**config.mk**
```make
export PLATFORM = sky130hd
export DESIGN_NAME = addr_gen_bp_seq
export DESIGN_NICKNAME = d
export VERILOG_FILES = /design/src/rtl/addr_gen_bp_seq.sv
export SDC_FILE = /design/constraint.sdc
export NUM_CORES = 1
export LEC_CHECK = 0
export BUFFER_PORTS_ARGS = -buffer_cell sky130_fd_sc_hd__buf_4
export CAP_MARGIN = 20
export CELL_PAD_IN_SITES_DETAIL_PLACEMENT = 0
export CELL_PAD_IN_SITES_GLOBAL_PLACEMENT = 1
export CORE_MARGIN = 4
export CORE_UTILIZATION = 46
export CTS_BUF_LIST = sky130_fd_sc_hd__clkbuf_4 sky130_fd_sc_hd__clkbuf_8
export DETAILED_ROUTE_END_ITERATION = 12
export PLACE_DENSITY_LB_ADDON = 0.08
export SLEW_MARGIN = 20
export SYNTH_ARGS = -nofsm -noshare
export SYNTH_HDL_FRONTEND = slang
export SYNTH_SLANG_ARGS = --single-unit
```
**constraint.sdc**
```tcl
create_clock -name clk -period 3.1 [get_ports clk]
set_clock_uncertainty 0.05 [all_clocks]
set_input_delay 0 -clock clk [delete_from_list [all_inputs] [get_ports clk]]
set_output_delay 0 -clock clk [all_outputs]
set_load 0.01 [all_outputs]
```
**src/rtl/addr_gen_bp_seq.sv**
```systemverilog
// rtl/addr_gen_bp_seq.sv - paired rd/wr circular address sequencer for LSTM backprop buffers.
// Optional ADDR_GEN_REVERSE_EN adds i_reverse to step both pointers downward for a run.
module addr_gen_bp_seq #(
   parameter int ADDR_WIDTH   = 12,
   parameter int NUM_CELL     = 8,
   parameter int DEPTH        = 2,
   parameter int WR_OFFSET    = 8,
   parameter int HOLD         = 12,
   parameter int DELAY        = 12,
   parameter int NUM_TIMESTEP = 4
) (
   input  logic                  clk,
   input  logic                  rst,
   input  logic                  i_start,
   input  logic                  i_en,
`ifdef ADDR_GEN_REVERSE_EN
   input  logic                  i_reverse,
`endif
   output logic [ADDR_WIDTH-1:0] o_addr_rd,
   output logic [ADDR_WIDTH-1:0] o_addr_wr,
   output logic                  o_addr_stb,
   output logic                  o_busy,
   output logic                  o_done
);

   localparam int WRAP = NUM_CELL * DEPTH;
   localparam int HW   = (HOLD > 1) ? $clog2(HOLD) : 1;
   localparam int CW   = (NUM_CELL > 1) ? $clog2(NUM_CELL) : 1;
   localparam int GW   = (DELAY > 1) ? $clog2(DELAY) : 1;
   localparam int SW   = (NUM_TIMESTEP > 1) ? $clog2(NUM_TIMESTEP) : 1;

   localparam logic [1:0] S_IDLE = 2'd0;
   localparam logic [1:0] S_RUN  = 2'd1;
   localparam logic [1:0] S_GAP  = 2'd2;

   logic [1:0]            state_q, state_d;
   logic [HW-1:0]         cnt_hold_q, cnt_hold_d;
   logic [CW-1:0]         cnt_cell_q, cnt_cell_d;
   logic [GW-1:0]         cnt_gap_q, cnt_gap_d;
   logic [SW-1:0]         cnt_step_q, cnt_step_d;
   logic [ADDR_WIDTH-1:0] rd_q, rd_d;
   logic [ADDR_WIDTH-1:0] wr_q, wr_d;
   logic                  stb_q, stb_d;
   logic                  busy_q, busy_d;
   logic                  done_q, done_d;
   logic                  rev_q, rev_d;
   logic                  rev_start;

`ifdef ADDR_GEN_REVERSE_EN
   assign rev_start = i_reverse;
`else
   assign rev_start = 1'b0;
`endif

   // rd and wr wrap independently at WRAP, which need not be a power of two
   function automatic logic [ADDR_WIDTH-1:0] step_ptr(input logic [ADDR_WIDTH-1:0] p,
                                                      input logic dn);
      if (dn)
         step_ptr = (p == '0) ? ADDR_WIDTH'(WRAP - 1) : p - 1'b1;
      else
         step_ptr = (p == ADDR_WIDTH'(WRAP - 1)) ? '0 : p + 1'b1;
   endfunction

   always_comb begin
      state_d    = state_q;
      cnt_hold_d = cnt_hold_q;
      cnt_cell_d = cnt_cell_q;
      cnt_gap_d  = cnt_gap_q;
      cnt_step_d = cnt_step_q;
      rd_d       = rd_q;
      wr_d       = wr_q;
      busy_d     = busy_q;
      rev_d      = rev_q;
      stb_d      = 1'b0;
      done_d     = 1'b0;
      case (state_q)
         S_IDLE: begin
            if (i_start) begin
               rd_d       = '0;
               wr_d       = ADDR_WIDTH'(WR_OFFSET);
               cnt_hold_d = '0;
               cnt_cell_d = '0;
               cnt_gap_d  = '0;
               cnt_step_d = '0;
               rev_d      = rev_start;
               stb_d      = 1'b1;
               busy_d     = 1'b1;
               state_d    = S_RUN;
            end
         end
         S_RUN: begin
            if (i_en) begin
               if (cnt_hold_q == HW'(HOLD - 1)) begin
                  cnt_hold_d = '0;
                  if (cnt_cell_q != CW'(NUM_CELL - 1)) begin
                     rd_d       = step_ptr(rd_q, rev_q);
                     wr_d       = step_ptr(wr_q, rev_q);
                     cnt_cell_d = cnt_cell_q + 1'b1;
                     stb_d      = 1'b1;
                  end else begin
                     state_d = S_GAP;
                  end
               end else begin
                  cnt_hold_d = cnt_hold_q + 1'b1;
               end
            end
         end
         S_GAP: begin
            if (i_en) begin
               if (cnt_gap_q == GW'(DELAY - 1)) begin
                  cnt_gap_d  = '0;
                  cnt_cell_d = '0;
                  rd_d       = step_ptr(rd_q, rev_q);
                  wr_d       = step_ptr(wr_q, rev_q);
                  stb_d      = 1'b1;
                  if (cnt_step_q == SW'(NUM_TIMESTEP - 1)) begin
                     cnt_step_d = '0;
                     busy_d     = 1'b0;
                     done_d     = 1'b1;
                     state_d    = S_IDLE;
                  end else begin
                     cnt_step_d = cnt_step_q + 1'b1;
                     state_d    = S_RUN;
                  end
               end else begin
                  cnt_gap_d = cnt_gap_q + 1'b1;
               end
            end
         end
         default: state_d = S_IDLE;
      endcase
   end

   always_ff @(posedge clk or posedge rst) begin
      if (rst) begin
         state_q    <= S_IDLE;
         cnt_hold_q <= '0;
         cnt_cell_q <= '0;
         cnt_gap_q  <= '0;
         cnt_step_q <= '0;
         rd_q       <= '0;
         wr_q       <= ADDR_WIDTH'(WR_OFFSET);
         stb_q      <= 1'b0;
         busy_q     <= 1'b0;
         done_q     <= 1'b0;
         rev_q      <= 1'b0;
      end else begin
         state_q    <= state_d;
         cnt_hold_q <= cnt_hold_d;
         cnt_cell_q <= cnt_cell_d;
         cnt_gap_q  <= cnt_gap_d;
         cnt_step_q <= cnt_step_d;
         rd_q       <= rd_d;
         wr_q       <= wr_d;
         stb_q      <= stb_d;
         busy_q     <= busy_d;
         done_q     <= done_d;
         rev_q      <= rev_d;
      end
   end

   assign o_addr_rd  = rd_q;
   assign o_addr_wr  = wr_q;
   assign o_addr_stb = stb_q;
   assign o_busy     = busy_q;
   assign o_done     = done_q;

endmodule
```
# Yosys cells after proc, flatten, opt, wreduce, memory -nomap -nowiden
# Index checks and enable logic that the tools add are counted.
[totals] elab_cells=101 out_inout_bits=27 reg_bits=42 input_bits=4
[op_classes] eq_ne=16 n_reduce_logical=10 muxes=59 addsub=6
[op_table] op="2-to-1 mux 12 bit" count=14
[op_table] op="case mux 12 bit (3 select lines)" count=2
[op_table] op="adder 12 x 1 -> 12 bit, second input constant" count=2
[op_table] op="equality test 12 x 4 -> 1 bit, second input constant" count=2
[op_table] op="2-to-1 mux 2 bit" count=10
[op_table] op="2-to-1 mux 4 bit" count=5
[op_table] op="2-to-1 mux 3 bit" count=6
[op_table] op="inequality test 2 bit, second input constant" count=8
[op_table] op="case mux 4 bit (2 select lines)" count=2
[op_table] op="2-to-1 mux 1 bit" count=15
[op_table] op="case mux 3 bit (3 select lines)" count=1
[op_table] op="adder 4 x 1 -> 4 bit, second input constant" count=2
[op_table] op="equality test 4 bit, second input constant" count=2
[op_table] op="AND reduction 7 bit" count=1
[op_table] op="case mux 2 bit (3 select lines)" count=1
[op_table] op="AND reduction 3 bit" count=2
[op_table] op="AND reduction 6 bit" count=1
[op_table] op="AND reduction 5 bit" count=1
[op_table] op="equality test 2 bit, second input constant" count=2
[op_table] op="case mux 2 bit (2 select lines)" count=1
[op_table] op="AND reduction 4 bit" count=1
[op_table] op="nonzero test 2 bit" count=2
[op_table] op="adder 3 x 1 -> 3 bit, second input constant" count=1
[op_table] op="inequality test 3 bit, second input constant" count=1
[op_table] op="other kinds (6)" count=6

# Depth between registers and ports, before layout
[depth] word_depth=6 ltp_mapped=9 ltp_nobuf=7

# Worst setup path after synthesis
# Ideal clock, no wire load.
[synth_path] path_type="reg2reg" from="reg state_q[1]" to="reg rd_q[5], in the netlist o_addr_rd[5]" setup_time_ns=0.104 required_time_ns=2.946 n_path_buf=1 arrival_time_ns=2.076 path_slack_ns=0.870 path_stages_with_launch=9 synth_period_minus_slack_ns=2.230 cell_sequence="dfrtp_1 inv_1 ha_1 or2_1 a221oi_4 nand2_2 or2_1 buf_6 o41ai_2"
[synth_via] elab_chain_len=3 word_cells_on_any_way=12 classes_between="8 x eq/ne; 1 x mux; 3 x reduce/logical"
[synth_lines] item="start: declaration" line="36" text="logic [1:0] state_q, state_d;"
[synth_lines] item="start signal: assignment" line="148" text="state_q <= state_d;"
[synth_lines] item="equality test 2 x 1 -> 1 bit, or another cell as far along" line="76" text="case (state_q)"
[synth_lines] item="inequality test 2 bit (no line) / nonzero test 3 bit (equally long branches)"
[synth_lines] item="AND reduction 7 bit (no line)"
[synth_lines] item="end signal: assignment" line="153" text="rd_q <= rd_d;"
[synth_lines] item="end: declaration" line="41" text="logic [ADDR_WIDTH-1:0] rd_q, rd_d;"
# Several ways; a longest one is shown, not always the timed one.
# A chain may end at the register's enable or synchronous reset.

# Worst setup path in the final report
[layout_path] from="reg state_q[0]" to="reg wr_q[5], in the netlist o_addr_wr[5]"
[layout_via] elab_chain_len=3 word_cells_on_any_way=12 classes_between="8 x eq/ne; 1 x mux; 3 x reduce/logical"
[layout_lines] item="equality test 2 x 1 -> 1 bit, or another cell as far along" line="76"
[layout_lines] item="inequality test 2 bit (no line) / nonzero test 3 bit (equally long branches)"
[layout_lines] item="AND reduction 7 bit (no line)"
[layout_lines] item="end signal: assignment" line="142" text="wr_q <= ADDR_WIDTH'(WR_OFFSET);"
[layout_lines] item="end signal: assignment" line="154" text="wr_q <= wr_d;"
[layout_lines] item="end: declaration" line="42" text="logic [ADDR_WIDTH-1:0] wr_q, wr_d;"
# Several ways; a longest one is shown, not always the timed one.

==> results.sh <==
export IMPL_drt_pre_antenna_iters=4
export IMPL_rsz0062_at_grt="no"
export IMPL_power_leakage_uw=0.001294
export IMPL_area_growth_synth_to_final_pct=18.40
export IMPL_insertion_delay_ps=300
export IMPL_die_width_um=80.94
export IMPL_setup_viol=0
export IMPL_cp_data_arrival_time_ps=2720
export IMPL_cts_buffers=5
export IMPL_tightest_slew_ps=618.8
export IMPL_hold_violations=0
export IMPL_gp_congestion=0.7708
export IMPL_synth_top_family_by_area="compound AO/OA/AOI/OAI gates"
export IMPL_n_antenna_cell=0
export IMPL_grt_pass1_vias=1995
export IMPL_detail_route_antenna_nets=0
export IMPL_synth_adder_area_share_pct=5.624
export IMPL_crit_fanout=12
export IMPL_wl_per_cell_um=14.77
export IMPL_max_freq_ghz=0.3896
export IMPL_cts_tree="built"
export IMPL_synth_edf_count=0
export IMPL_portBuffers=30
export IMPL_drv_cap=0
export IMPL_antenna_found_initial=0
export IMPL_vdd_ir_drop_max_uv=226.4
export IMPL_cp_start_kind="register"
export IMPL_synth_area_sq_um=2447
export IMPL_vias_per_cell=5.721
export IMPL_nets=310
export IMPL_fin_tns_setup_ps=0
export IMPL_cts_resized=0
export IMPL_grt_pass1_wl_um=9404
export IMPL_grt_overflow=0
export IMPL_io_pin_count=31
export IMPL_synth_distinct_cells=46
export IMPL_cp_required_ps=3250
export IMPL_yosys_area_share_simple_pct=20.09
export IMPL_num_rows=26
export IMPL_clk_pin_slew_ps=90
export IMPL_ys_ff_latch=42
export IMPL_cts_buffer_depth=2
export IMPL_yosysSeqAreaShare_pct=43.00
export IMPL_ys_flop_type="dfrtp_1"
export IMPL_slew_viol_final=0
export IMPL_cts_root_buffer="clkbuf_8"
export IMPL_post_route_period_util_pct=82.80
export IMPL_synth_nets=274
export IMPL_totalPowerFinal_uw=1340
export IMPL_cts_htree_levels=2
export IMPL_power_density_nw_per_um2=462.4
export IMPL_syn_avg_cell_area_sq_um=9.449
export IMPL_hp_class="in -> async"
export IMPL_rrSetupSlack_ps=530
export IMPL_end_kind="register"
export IMPL_grt_start_max_net_pins=28
export IMPL_synth_mux_area_fraction_pct=1.687
export IMPL_relSlewSlack_pct=58.31
export IMPL_core_area_sq_um=5140
export IMPL_start_util_pct=47.61
export IMPL_die_area_sq_um=6551
export IMPL_min_period_ps=2567
export IMPL_drive_above_1_share_pct=18.92
export IMPL_cts_sinks=42
export IMPL_status="completed"
export IMPL_synth_compound_area_share_pct=25.97
export IMPL_wl_um=5407
export IMPL_synth_xor_area_share_pct=0
export IMPL_yosys_warnings=0
export IMPL_die_y_um=80.94
export IMPL_synth_cells=259
export IMPL_drt_initial_drc_count=82
export IMPL_dr_total_vias=2094
export IMPL_ys_async_sr_fraction_pct=100.0
export IMPL_drc=0
export IMPL_grt_usage_pct=18.10
export IMPL_critPathKind="reg -> reg"
export IMPL_dp_hpwl_um=3827
==> cells in the mapped netlist (2+ instances only) <==
| master | n | area, sq um |
|---|---|---|
| dfrtp_1 | 41 | 1026 |
| o21ai_0 | 34 | 170.2 |
| nand2_1 | 19 | 71.32 |
| nand3_1 | 17 | 85.08 |
| nor2_1 | 16 | 60.06 |
| o31ai_1 | 13 | 97.59 |
| inv_1 | 12 | 45.04 |
| ha_1 | 11 | 137.6 |
| nor2b_1 | 8 | 50.05 |
| a21oi_1 | 7 | 35.03 |
| nand2b_1 | 7 | 43.79 |
| clkbuf_1 | 6 | 22.52 |
| a22o_1 | 5 | 43.79 |
| a31oi_1 | 4 | 25.02 |
| nand3b_1 | 4 | 30.03 |
| nand4_1 | 4 | 25.02 |
| o41ai_1 | 4 | 35.03 |
| and2_1 | 3 | 18.77 |
| mux2i_1 | 3 | 30.03 |
| nor3_1 | 3 | 15.01 |
| o2bb2ai_1 | 3 | 26.28 |
| or2_1 | 3 | 18.77 |
| or2_2 | 3 | 18.77 |
| or4_1 | 3 | 22.52 |
| a22oi_1 | 2 | 15.01 |
| buf_2 | 2 | 10.01 |
| o41ai_2 | 2 | 32.53 |
| or3_1 | 2 | 12.51 |
==> what timing repair did <==
item,4_1_cts,5_1_grt
hold buffers,3,0
setup endpoints to repair,0,0
buffers inserted,0,0
hold endpoints to repair,18,0
==> routing by layer <==
layer / up-vias / routed length [um] / global-route usage [%]
li1: 1037 / - / -
met1: 1026 / 2442 / 23.01
met2: 25 / 2713 / 30.87
met3: 6 / 182 / 3.880
met4: 0 / 68 / 5.236
met5: - / 0 / 0
==> report_power, final <==
| part | internal, uW | switching, uW |
|---|---|---|
| Sequential | 603 | 65.1 |
| Combinational | 114 | 107 |
| Clock | 249 | 201 |
| Total | 967 | 373 |
==> layout by cell type (no fill, tap or decap), types with 2 or more instances in the layout <==
master,synthesis,routed
o41ai_1,4,4
or2_1,3,3
or3_1,2,2
nand3b_1,4,4
nand2b_1,7,7
nand2_1,19,19
mux2i_1,3,3
a21oi_1,7,7
clkbuf_8,0,5
o41ai_2,2,2
nor3_1,3,3
or4_1,3,3
buf_4,0,35
o2bb2ai_1,3,3
o31ai_1,13,13
nor2b_1,8,8
dfrtp_1,41,41
a22oi_1,2,2
and2_1,3,3
ha_1,11,11
a31oi_1,4,4
a22o_1,5,5
o21ai_0,34,34
dlygate4sd3_1,0,3
nand3_1,17,17
inv_1,12,11
or2_2,3,3
nor2_1,16,16
nand4_1,4,4
==> sequential cells by signal (all words and copies together) (netlist names) <==
register    count
cnt_hold_q      4
cnt_step_q      2
state_q         2
o_done          1
cnt_gap_q       4
o_addr_rd      12
cnt_cell_q      3
o_busy          1
o_addr_stb      1
o_addr_wr      12
==> stage by stage <==
stage / worst slack, ps / util (%) / cells / cell area (sq um) / hold slack, ps
detailed placement: 541.7 / 53.58 / 355 / 2754 / -17.75
CTS: 509.2 / 56.38 / 366 / 2898 / 202.1
finish: 533.1 / 56.38 / 366 / 2898 / 196.1
floorplan: 870.4 / - / 259 / 2447 / 103.0
global route: 287.4 / 56.38 / 366 / 2898 / 242.4
global placement: 613.2 / 53.58 / 355 / 2754 / -24.09
==> cell families after synthesis <==
| logic type | Yosys count |
|---|---|
| flip-flops | 42 |
| multiplexers | 4 |
| AND/OR/NAND/NOR | 95 |
| adder cells (fa/ha/maj) | 11 |
| AO/OA/AOI/OAI | 86 |
| buffers and inverters | 21 |
==> worst max-delay path, cell delays in order, from the launching register on <==
cell and delay [ps]:
dfrtp_1 380, inv_1 80, ha_1 310, or2_1 280, a221oi_4 390, nand2_2 140
buf_4 200, or2_1 340, o31ai_1 280
==> worst paths after layout <==
kind,endpoint,cells after the start,from
setup / recovery,o_addr_wr[5],8,state_q[0]
max in group asynchronous,o_addr_wr[3],4,rst
min in group clk,cnt_cell_q[2],2,cnt_cell_q[2]
hold / removal,cnt_cell_q[0],3,rst
setup reg to reg,o_addr_wr[5],8,state_q[0]
hold reg to reg,cnt_cell_q[2],2,cnt_cell_q[2]
==> cell type report <==
cell class	count	area, sq um
tap	70	87.58
fill	504	2242
timing repair buffer	38	292.8
clock inverter	2	37.54
clock buffer	6	76.32
inverter	12	45.04
sequential	42	1052
multi-input combinational	196	1306
(Power assumes the default switching activity.)
